<file path="config.mk">
export PLATFORM = sky130hd
export DESIGN_NAME = po_datapath
export DESIGN_NICKNAME = d
export VERILOG_FILES = /design/src/rtl/po_datapath.sv
export SDC_FILE = /design/constraint.sdc
export NUM_CORES = 1
export LEC_CHECK = 0
export ABC_AREA = 1
export CAP_MARGIN = 20
export CORE_MARGIN = 2
export CORE_UTILIZATION = 55
export CTS_CLUSTER_DIAMETER = 30
export DETAILED_ROUTE_END_ITERATION = 16
export PLACE_DENSITY = 0.81
export SYNTH_ARGS = -nofsm -noshare
export SYNTH_HDL_FRONTEND = slang
export SYNTH_SLANG_ARGS = --single-unit
</file>
<file path="constraint.sdc">
create_clock -name clk -period 4.6 [get_ports clk]
set_input_delay 0.69 -clock clk [delete_from_list [all_inputs] [get_ports clk]]
set_output_delay 0.69 -clock clk [all_outputs]
set_load 0.005 [all_outputs]
</file>
<file path="src/rtl/po_datapath.sv">
// Perturb-and-observe MPPT datapath with converter PWM generation.
//
// Executes one P&O stage per one-hot strobe from the control decoder:
//   en[0] sample V/I, en[1] compute power, en[2] compare with previous power,
//   en[3] perturb duty (clamped to [D_MIN, D_MAX], reversing at the rails).
// A free-running W_DUTY-bit counter drives the PWM from a shadow copy of the
// duty, reloaded only at the end of each period.
//
// Ports:
//   clk    system clock
//   rst    asynchronous active-high reset
//   en     stage strobes [0] sample [1] power [2] compare [3] update
//   v_adc  unsigned panel voltage sample
//   i_adc  unsigned panel current sample
//   duty   current duty command
//   dir    perturbation direction (1 = increase)
//   p_out  last computed power, full 2*W_ADC width
//   upd    one-cycle pulse the cycle after each en[3]
//   pwm    registered PWM output
module po_datapath #(
  parameter int unsigned W_ADC  = 12,
  parameter int unsigned W_DUTY = 10,
  parameter int unsigned STEP   = 4,
  parameter int unsigned D_MIN  = 51,
  parameter int unsigned D_MAX  = 972,
  parameter int unsigned D_INIT = 512
) (
  input  logic                 clk,
  input  logic                 rst,
  input  logic [3:0]           en,
  input  logic [W_ADC-1:0]     v_adc,
  input  logic [W_ADC-1:0]     i_adc,
  output logic [W_DUTY-1:0]    duty,
  output logic                 dir,
  output logic [2*W_ADC-1:0]   p_out,
  output logic                 upd,
  output logic                 pwm
);

  // One extra bit so the step arithmetic can neither wrap nor underflow.
  localparam logic [W_DUTY:0]   StepX  = (W_DUTY+1)'(STEP);
  localparam logic [W_DUTY:0]   DMinX  = (W_DUTY+1)'(D_MIN);
  localparam logic [W_DUTY:0]   DMaxX  = (W_DUTY+1)'(D_MAX);
  localparam logic [W_DUTY-1:0] DMin   = W_DUTY'(D_MIN);
  localparam logic [W_DUTY-1:0] DMax   = W_DUTY'(D_MAX);
  localparam logic [W_DUTY-1:0] DInit  = W_DUTY'(D_INIT);

  logic [W_ADC-1:0]   v_s, i_s;
  logic [2*W_ADC-1:0] p_prev;
  logic               valid;
  logic [W_DUTY-1:0]  cnt;
  logic [W_DUTY-1:0]  shadow;

  logic [W_DUTY:0]    duty_up;
  logic [W_DUTY:0]    duty_dn;
  logic               sat_hi;
  logic               sat_lo;

  always_comb begin
    duty_up = {1'b0, duty} + StepX;
    duty_dn = {1'b0, duty} - StepX;
    sat_hi  = duty_up > DMaxX;
    // Compare before subtracting so a small duty never wraps past zero.
    sat_lo  = {1'b0, duty} < (DMinX + StepX);
  end

  // P&O datapath. Each strobe reads pre-edge values, so concurrent strobes
  // behave as a pipeline (e.g. en[0]|en[1] multiplies the previous sample).
  always_ff @(posedge clk or posedge rst) begin
    if (rst) begin
      v_s    <= '0;
      i_s    <= '0;
      p_out  <= '0;
      p_prev <= '0;
      valid  <= 1'b0;
      dir    <= 1'b1;
      duty   <= DInit;
      upd    <= 1'b0;
    end else begin
      upd <= en[3];
      if (en[0]) begin
        v_s <= v_adc;
        i_s <= i_adc;
      end
      if (en[1]) begin
        p_out <= {{W_ADC{1'b0}}, v_s} * {{W_ADC{1'b0}}, i_s};
      end
      if (en[2]) begin
        // First compare after reset only seeds the reference power.
        if (valid && (p_out < p_prev)) begin
          dir <= ~dir;
        end
        p_prev <= p_out;
        valid  <= 1'b1;
      end
      if (en[3]) begin
        if (dir) begin
          if (sat_hi) begin
            duty <= DMax;
            dir  <= 1'b0;
          end else begin
            duty <= duty_up[W_DUTY-1:0];
          end
        end else begin
          if (sat_lo) begin
            duty <= DMin;
            dir  <= 1'b1;
          end else begin
            duty <= duty_dn[W_DUTY-1:0];
          end
        end
      end
    end
  end

  // PWM: shadow reloads on the last count so a period is never split between
  // two duty values; high time per period equals shadow clocks.
  always_ff @(posedge clk or posedge rst) begin
    if (rst) begin
      cnt    <= '0;
      shadow <= DInit;
      pwm    <= 1'b0;
    end else begin
      cnt <= cnt + 1'b1;
      pwm <= cnt < shadow;
      if (&cnt) begin
        shadow <= duty;
      end
    end
  end

endmodule

</file>
=== Word-level counts from Yosys, hierarchy flattened ===
Cells that the tools add are included.
W data, S select, Z words.

* Add/sub/neg operators: 3
* Multipliers: 1
* Divide/modulo/power cells: 0
* Order comparisons: 4
* Equal/unequal tests: 0
* Shift operators: 0
* Muxes and demuxes: 9
* Bitwise gates (word level): 1
* Reduce and logical (&&, ||, !) cells: 2

{| class="wikitable"
|+ Operators by type and width
! cell !! number
|-
| $mux W10 || 3
|-
| $lt A24 B24 Y1 || 1
|-
| $mul A12 B12 Y24 || 1
|-
| $add A10 B3 Y11 const B || 1
|-
| $gt A11 B10 Y1 const B || 1
|-
| $add A10 B1 Y10 const B || 1
|-
| $lt A10 B10 Y1 || 1
|-
| $lt A10 B6 Y1 const B || 1
|-
| $reduce_and A10 Y1 || 1
|-
| $sub A10 B3 Y10 const B || 1
|-
| $mux W1 || 6
|-
| $logic_and A1 B1 Y1 || 1
|-
| $not A1 Y1 || 1
|}

* Register bits: 106
* Latch bits: 0
* Bits in writable memories: 0
* Memory bits (read-only): 0
* Input bits: 30
* Output and inout port bits: 37
* Word-level logic and storage cells: 31
* Memories: 0

=== Longest topological paths before layout ===
Gate-level depths: netlist (run 1).

* Word-level depth: 7
* Depth in mapped cells: 24
* Mapped depth without buffers: 23

=== Worst setup path before layout (run 1) ===
OpenSTA, ideal clock, no wires.

* Path kind: reg-to-reg
* Start: register i_s[11]
* End: register p_out[22]
* Arrival time: 4700 ps
* Setup slack: -218 ps
* Stages on the path, launching flop included: 20
* Buffers on the path: 1
* Clock period less this slack: 4818 ps
* Path through: dfrtp_1 > clkbuf_1 > nand2_1 > fa_1 > fa_1 > inv_1 > fa_1 > fa_1 > inv_1 > fa_1 > inv_1 > ha_1 > a21oi_1 > o21ai_0 > a21o_1 > nand2_1 > nand3_1 > or2_2 > nand3_1 > nand2_1

* Word-level cells in the longest chain between the ends: 1

{| class="wikitable"
|+ Ends and longest elaborated chain
! what !! RTL line !! text
|-
| start, declared || 48 || <nowiki>logic [W_ADC-1:0] v_s, i_s;</nowiki>
|-
| start signal, assigned || 83 || <nowiki>i_s <= i_adc;</nowiki>
|-
| $mul A12 B12 Y24 || 86 || <nowiki>p_out <= {{W_ADC{1'b0}}, v_s} * {{W_ADC{1'b0}}, i_s};</nowiki>
|-
| end signal, assigned || 86 ||
|-
| end, declared || 35 || <nowiki>output logic [2*W_ADC-1:0] p_out,</nowiki>
|}

Every way passes these cells.
A chain may end at the register's enable or synchronous reset.

=== Worst setup path after layout (run 1) ===
* Start: register v_s[6]
* End: register p_out[17]

* Word-level cells in the longest chain between the ends: 1

{| class="wikitable"
|+ Ends and longest elaborated chain
! what !! RTL line !! text
|-
| start, declared || 48 ||
|-
| start signal, assigned || 82 || <nowiki>v_s <= v_adc;</nowiki>
|-
| $mul A12 B12 Y24 || 86 ||
|}

Every way passes these cells.

==> results of run 1 <==
-- worst max path at each step --
stage / start / endpoint / slack (ns) / depth (start not counted)
global route: v_s[3] / p_out[23] / -0.27 / 18
finish: v_s[6] / p_out[17] / -0.14 / 20
detailed placement: i_s[4] / p_out[13] / -0.35 / 17
CTS: v_s[6] / p_out[23] / 0.001 / 19
global placement: i_s[4] / p_out[23] / -0.26 / 18
floorplan: v_s[1] / p_out[22] / 0.002 / 19
-- per-layer routing --
metal / track usage / vias up / wire length, microns / share of wire
met1: 0.347 / 4145 / 10800 / 0.41
met4: 0.0766 / 0 / 888 / 0.034
li1: - / 4022 / - / -
met2: 0.429 / 343 / 12900 / 0.49
met3: 0.0304 / 79 / 1480 / 0.057
met5: 0 / - / 0 / 0
-- cell type report --
cell class              count  area [sq um]
clock inverters             7          91.3
clock buffers               9           225
inverters                 270          1020
well taps                 229           287
flip-flops and latches    104          2630
fillers                  1271          5220
multi-input cells         798          6760
repair buffers            185          1670
-- per-stage QoR --
step | setup WS [ns] | utilization
floorplan | 0.00219 | -
global placement | -0.256 | 0.639
detailed placement | -0.348 | 0.639
CTS | 0.00125 | 0.680
global route | -0.274 | 0.708
finish | -0.145 | 0.708
-- worst register-to-register path: stages, from the launching register on --
cell and delay [ns]:
dfrtp_2 0.45, buf_12 0.14, nand2_4 0.05, fa_1 0.54
fa_1 0.45, fa_1 0.56, inv_1 0.05, fa_1 0.48
inv_1 0.06, fa_1 0.51, inv_2 0.06, ha_4 0.25
a21oi_4 0.19, nor2_4 0.07, nor2_4 0.13, o21ai_4 0.10
nand2_1 0.08, nand2_2 0.08, or2_0 0.23, nand3_1 0.09
nand2_1 0.06
-- placed cells by master (no fill, tap or decap), types with 8 or more instances in the layout --
master / synthesis / final
fa_1: 100 / 88
buf_4: 1 / 97
nor2_1: 41 / 32
inv_1: 269 / 248
clkbuf_16: 0 / 9
buf_6: 2 / 18
o21ai_0: 53 / 44
xor2_1: 21 / 20
nand2_2: 2 / 24
nand3_2: 3 / 10
ha_4: 0 / 15
dfrtp_2: 0 / 18
mux2_2: 24 / 24
fa_2: 0 / 12
a21oi_1: 38 / 28
nand4_1: 8 / 8
o21ai_1: 7 / 11
nand2_1: 309 / 280
inv_2: 1 / 20
clkdlybuf4s50_1: 0 / 66
nand3_1: 35 / 28
dfrtp_1: 101 / 83
ha_1: 99 / 80
-- cells in the mapped netlist, types with 2 or more instances --
cell type  number
a211oi_1        2
a21o_1          4
a21oi_1        38
a21oi_2         2
a22oi_1         6
a31oi_1         7
buf_2           5
buf_6           2
clkbuf_1       36
dfrtp_1       101
dfstp_2         3
fa_1          100
ha_1           99
inv_1         269
mux2_2         24
nand2_1       309
nand2_2         2
nand3_1        35
nand3_2         3
nand4_1         8
nor2_1         41
nor2_2          3
nor3_1          6
nor4_1          2
o21ai_0        53
o21ai_1         7
o21ai_2         2
o22ai_1         2
o31ai_1         2
or2_2           4
xnor2_1         4
xor2_1         21
-- registers in the layout, indices dropped and copies added (netlist names) --
| name | flops |
|---|---|
| shadow | 9 |
| i_s | 12 |
| pwm | 1 |
| cnt | 10 |
| p_out | 24 |
| p_prev | 24 |
| duty | 9 |
| v_s | 12 |
| dir | 1 |
| valid | 1 |
| upd | 1 |
-- cell families after synthesis --
kind of cell,Yosys count
xor gates and xnor gates,25
adders and majority gates,199
DFF,104
muxes,24
buffers and inverters,314
AOI/OAI and AO/OA,130
and+or+nand+nor,420
-- repair_timing --
item	in CTS	in global routing
setup buffers	20	14
pin swaps	42	50
hold buffers	0	0
setup endpoints to repair	15	15
resized for setup	87	103
==> key figures, run 1 <==
Drt
  • Via-to-Cell Ratio: 5.36
  • DR pass1 iterations: 5
  • Drc violations: 0
  • Routed vias: 8589
  • Routed Wire Length: 26100 microns
  • Post-DRT Antenna Nets: 0
  • DR WL/cell: 16.3 microns
  • Initial DRC Count: 553

STA
  • Final Slew Violations: 0
  • Slew headroom: 0.285
  • RSZ-0062 raised after global routing: yes
  • Fin Hold WS: 0.484 ns
  • Setup_tns: -0.762 ns
  • Worst slew pin tran: 1.07 ns
  • Min setup slack post-route: -0.145 ns
  • Fmax: 0.211 GHz
  • Post-layout min period: 4.74 ns
  • Setup Skew: 0.0115 ns
  • Final hold violations: 0
  • Endpoints failing setup: 9
  • Fin crit share: 1.03

Clock network
  • H-tree levels: 3
  • CTS sink cnt: ~100
  • Clock insertion delay at the later pin of the skew report: approximately 0.37 ns
  • Reg clk slew, reported paths: 0.08 ns
  • Clk buf depth: 2
  • Clock Tree Root: clkbuf_16
  • TritonCTS Buffers: 9
  • CTS tree: built

Synth
  • Post-Synth Adder-Cell Area: 0.324
  • Yosys top cell area share: 0.253
  • Mux share of post-synthesis cell area: 0.0270
  • Yosys reg bits: about 100
  • Syn nets: 1445
  • XOR/XNOR Fraction of Synth Area: 0.0219
  • Ys async rst share: 1.00
  • EDFF count, synth: 0
  • Synth Area in Compound Gates: 0.0730
  • Sequential area share after synthesis: 0.261
  • Dominant cells by area after synthesis: dfrtp_1 (25%), fa_1 (20%), ha_1 (12%), nand2_1 (12%), inv_1 (10%)
  • Largest family of logic cells by synthesized area: adder cells
  • Synth unique cells: 46
  • Syn Area/Cell: 8.23 sq um
  • Yosys warning total: 0
  • Post-synthesis simple-gate area fraction: 0.173
  • Dominant synthesized flop cell: dfrtp_1
  • Mapped Cells: 1216
  • Cell taking the most area after synthesis: dfrtp_1
  • Cell Area, Synth: about 10000 sq um

Critical path
  • Slowest CP cell: fa_1
  • Worst r2r src: v_s[6]
  • Worst R2R Path Depth: 20
  • CP top delay family: adder cells
  • CP Launch Type: flip-flop
  • Worst R2R Setup Slack: -0.14 ns
  • Worst path required time: 4.85 ns
  • Most frequent CP cell: fa_1
  • Worst Path Buf+Inv: 4
  • Slowest Stage Delay on Critical Path: 0.55 ns
  • R2r endpoint: p_out[17]
  • Crit path max fanout: 5
  • Critical Path End Type: flip-flop
  • Crit path kind: flip-flop to flip-flop
  • Crit path cell chain: buf_12 > nand2_4 > fa_1 > fa_1 > fa_1 > inv_1 > fa_1 > inv_1 > fa_1 > inv_2 > ha_4 > a21oi_4 > nor2_4 > nor2_4 > o21ai_4 > nand2_1 > nand2_2 > or2_0 > nand3_1 > nand2_1
  • Worst Path Arrival: 5.00 ns

Placed design
  • Placed cell count: between 1.5k and 2k
  • Detailed placement HPWL: ~18000 microns
  • PortBufs: 66
  • Placed cell area: 11400 sq um
  • GPL Wtd Cong: 0.944

GRT
  • Largest net degree at the start of global routing: 51
  • GRT Util Overall: 0.254
  • Vias in the first global route: approximately 8.6k
  • GRT Residual Overflow: 0
  • Antenna violations before repair: 0
  • First-pass GRT wire length: between 40000 and 50000 microns

Final layout
  • Finished Layout Cells: 1602
  • Nets: 1597
  • Final instance area: 12700 sq um
  • Area grow syn2layout: 26.8%
  • Inserted Diodes: 0
  • Layout cells sized above 1: 0.231

Die
  • Chip height: around 140 microns
  • Width of the die: 139 microns
  • Starting Density: 0.559
  • Top-level I/O count: between 60 and 70
  • Site row count: 49
  • Core Region: 17900 sq um
  • Die Area: just under 20000 sq um

Worst hold path
  • Worst Hold Path EP: valid
  • Worst Hold Launch: valid
  • Worst Hold Depth: 1
  • Worst hold path class: flip-flop to flip-flop

Run status
  • Failing checks: setup timing
  • Outcome: finished with violations

Run
  • Max-cap viol count: 0
Power of run 1 is left out: the tool's default activity adds up to more than one toggle a clock period on the data nets, which glitch-free logic cannot reach.
==> inputs of run 2 (changes only) <==
Settings changed: CORE_ASPECT_RATIO set to 1.1, SLEW_MARGIN set to 10.
==> key figures, run 2 (same netlist as run 1, synthesis figures left out) <==
Critical path
  • Slowest Stage Delay on Critical Path: 0.52 ns (was 0.55 ns)
  • Worst R2R Path Depth: 17 (was 20)
  • R2r endpoint: p_out[23] (was p_out[17])
  • Worst r2r src: i_s[6] (was v_s[6])
  • Worst Path Arrival: 5.04 ns (was 5.00 ns)
  • CP top delay family: adder cells (unchanged)
  • Crit path cell chain: buf_6 > buf_12 > buf_4 > nand2_1 > inv_1 > fa_1 > fa_1 > fa_1 > fa_1 > ha_1 > ha_4 > a21oi_1 > o21ai_0 > a21oi_1 > nand3_1 > or2_2 > a31oi_1 (was buf_12 > nand2_4 > fa_1 > fa_1 > fa_1 > inv_1 > fa_1 > inv_1 > fa_1 > inv_2 > ha_4 > a21oi_4 > nor2_4 > nor2_4 > o21ai_4 > nand2_1 > nand2_2 > or2_0 > nand3_1 > nand2_1)
  • Critical Path End Type: flip-flop (unchanged)
  • Worst R2R Setup Slack: -0.15 ns (was -0.14 ns)
  • CP Launch Type: flip-flop (unchanged)
  • Worst path required time: 4.89 ns (was 4.85 ns)
  • Worst Path Buf+Inv: 4 (unchanged)
  • Crit path kind: flip-flop to flip-flop (unchanged)
  • Most frequent CP cell: fa_1 (unchanged)
  • Slowest CP cell: fa_1 (unchanged)
  • Crit path max fanout: 6 (was 5)

Clock network
  • Clk buf depth: 2 (unchanged)
  • H-tree levels: 3 (unchanged)
  • Reg clk slew, reported paths: 0.08 ns (about the same)
  • Clock Tree Root: clkbuf_16 (unchanged)
  • Clock insertion delay at the later pin of the skew report: 0.36 ns (was 0.37 ns)
  • TritonCTS Buffers: 9 (unchanged)
  • CTS hold repair buffers: 0 (unchanged)
  • CTS sink cnt: 104 (unchanged)
  • CTS tree: built (unchanged)

Final layout
  • Finished Layout Cells: 1603 (was 1602)
  • Inserted Diodes: 0 (unchanged)
  • Final instance area: 12400 sq um (was 12700 sq um)
  • Nets: 1589 (was 1597)
  • Largest regs: p_out x24, p_prev x24 (unchanged)
  • Most frequent cells in the layout: nand2_1 (293), inv_1 (256), buf_4 (103), fa_1 (94), dfrtp_1 (85) (was nand2_1 (280), inv_1 (248), buf_4 (97), fa_1 (88), dfrtp_1 (83))
  • Commonest non-fill, non-tap cell in the layout: nand2_1 (unchanged)
  • Layout cells sized above 1: 0.200 (was 0.231)
  • Filler cell count: 1340 (was 1271)
  • Area grow syn2layout: 24.0% (was 26.8%)

Die
  • Top-level I/O count: 67 (unchanged)
  • Site row count: 51 (was 49)
  • Chip height: 145 microns (was 139 microns)
  • Starting Density: 0.564 (was 0.559)
  • Width of the die: 133 microns (was 139 microns)
  • Die Area: 19300 sq um (about the same)
  • Core Region: 17700 sq um (was 17900 sq um)

STA
  • RSZ-0062 raised after global routing: yes (unchanged)
  • Fmax: 0.210 GHz (was 0.211 GHz)
  • Final hold violations: 0 (unchanged)
  • Post-layout min period: 4.75 ns (was 4.74 ns)
  • Final Slew Violations: 0 (unchanged)
  • Min setup slack post-route: -0.155 ns (was -0.145 ns)
  • Setup Skew: 0.0107 ns (was 0.0115 ns)
  • Setup_tns: -0.951 ns (was -0.762 ns)
  • Fin crit share: 1.03 (about the same)
  • Fin Hold WS: 0.470 ns (was 0.484 ns)
  • Endpoints failing setup: 10 (was 9)
  • Worst slew pin tran: 1.04 ns (was 1.07 ns)
  • Slew headroom: 0.306 (was 0.285)

GRT
  • Largest net degree at the start of global routing: 51 (unchanged)
  • GRT Residual Overflow: 0 (unchanged)
  • Vias in the first global route: 8902 (was 8580)
  • GRT Util Overall: 0.260 (was 0.254)
  • First-pass GRT wire length: 41000 microns (was 40300 microns)
  • Antenna violations before repair: 0 (unchanged)

Run status
  • Failing checks: setup timing (unchanged)
  • Outcome: finished with violations (unchanged)

Worst hold path
  • Worst Hold Depth: 1 (unchanged)
  • Worst Hold Launch: valid (unchanged)
  • Worst Hold Path EP: valid (unchanged)
  • Worst hold path class: flip-flop to flip-flop (unchanged)

Placed design
  • Placed cell count: 1559 (was 1553)
  • Placed cell area: 11400 sq um (about the same)
  • Detailed placement HPWL: 17600 microns (was 17800 microns)
  • PortBufs: 66 (unchanged)
  • GPL Wtd Cong: 0.961 (was 0.944)

Drt
  • Post-DRT Antenna Nets: 0 (unchanged)
  • DR WL/cell: 15.6 microns (was 16.3 microns)
  • Routed vias: 8482 (was 8589)
  • Routed Wire Length: 25000 microns (was 26100 microns)
  • Drc violations: 0 (unchanged)
  • DR pass1 iterations: 5 (unchanged)
  • Initial DRC Count: 440 (was 553)
  • Via-to-Cell Ratio: 5.29 (was 5.36)

Run
  • Max-cap viol count: 0 (unchanged)
-- run 2: cell types whose count changed in the layout (fill, tap and decap cells not counted), sizes merged --
cell / change
buf: -8
bufinv: -1
clkinv: +1
clkinvlp: -2
inv: +2
-- run 2: layout make-up --
cell class / instances / area, sq um / share of cell area
multi-input cells: 798 / 6640 / 0.535
clock inverters: 7 / 63.8 / 0.00514
flip-flops and latches: 104 / 2630 / 0.212
clock buffers: 9 / 225 / 0.0182
inverters: 270 / 1020 / 0.0819
repair buffers: 177 / 1540 / 0.124
well taps: 238 / 298 / 0.0240
-- run 2: metal layers --
metal | vias to the layer above | GRT usage | routed length [microns]
met1 | 4108 | 0.323 | 10300
met2 | 290 | 0.461 | 12700
met4 | 0 | 0.101 | 886
met3 | 84 | 0.0320 | 1110
met5 | - | 0 | 0
li1 | 4000 | - | -
-- run 2: worst max-delay path by stage --
stage	start	to	slack (ns)	depth (start not counted)
after floorplan	v_s[1]	p_out[22]	0.002	19
after global placement	i_s[8]	p_out[14]	-0.18	19
after detailed placement	i_s[5]	p_out[23]	-0.25	18
after CTS	i_s[5]	p_out[17]	0.002	21
after global routing	v_s[6]	p_out[19]	-0.31	22
final	i_s[6]	p_out[23]	-0.15	17
-- run 2: worst register-to-register path: cells and delay by family (launching register included) --
| kind | cells | cell delay (ns) |
|---|---|---|
| DFF | 1 | 0.47 |
| adders and majority gates | 6 | 2.64 |
| buffers and inverters | 4 | 0.43 |
| AOI/OAI and AO/OA | 4 | 0.70 |
| and+or+nand+nor | 3 | 0.45 |
-- run 2: what timing repair did --
action,in CTS,in global routing
setup endpoints to repair,15,14
resized for setup,91,39
buffers inserted,26,3
pin swaps,59,26
-- run 2: per-stage QoR --
stage | setup slack, ns | util
finish | -0.155 | 0.699
detailed placement | -0.254 | 0.644
CTS | 0.00200 | 0.690
global placement | -0.180 | 0.644
floorplan | 0.00219 | -
global route | -0.306 | 0.699
Power of run 2 is left out for the same reason.
==> inputs of run 3 (changes only) <==
Settings changed: SLEW_MARGIN 10 to 15.
==> results of run 3 <==
Same layout as run 2: the final DEF is identical, and so are final timing and power.
Power of run 3 is left out for the same reason.
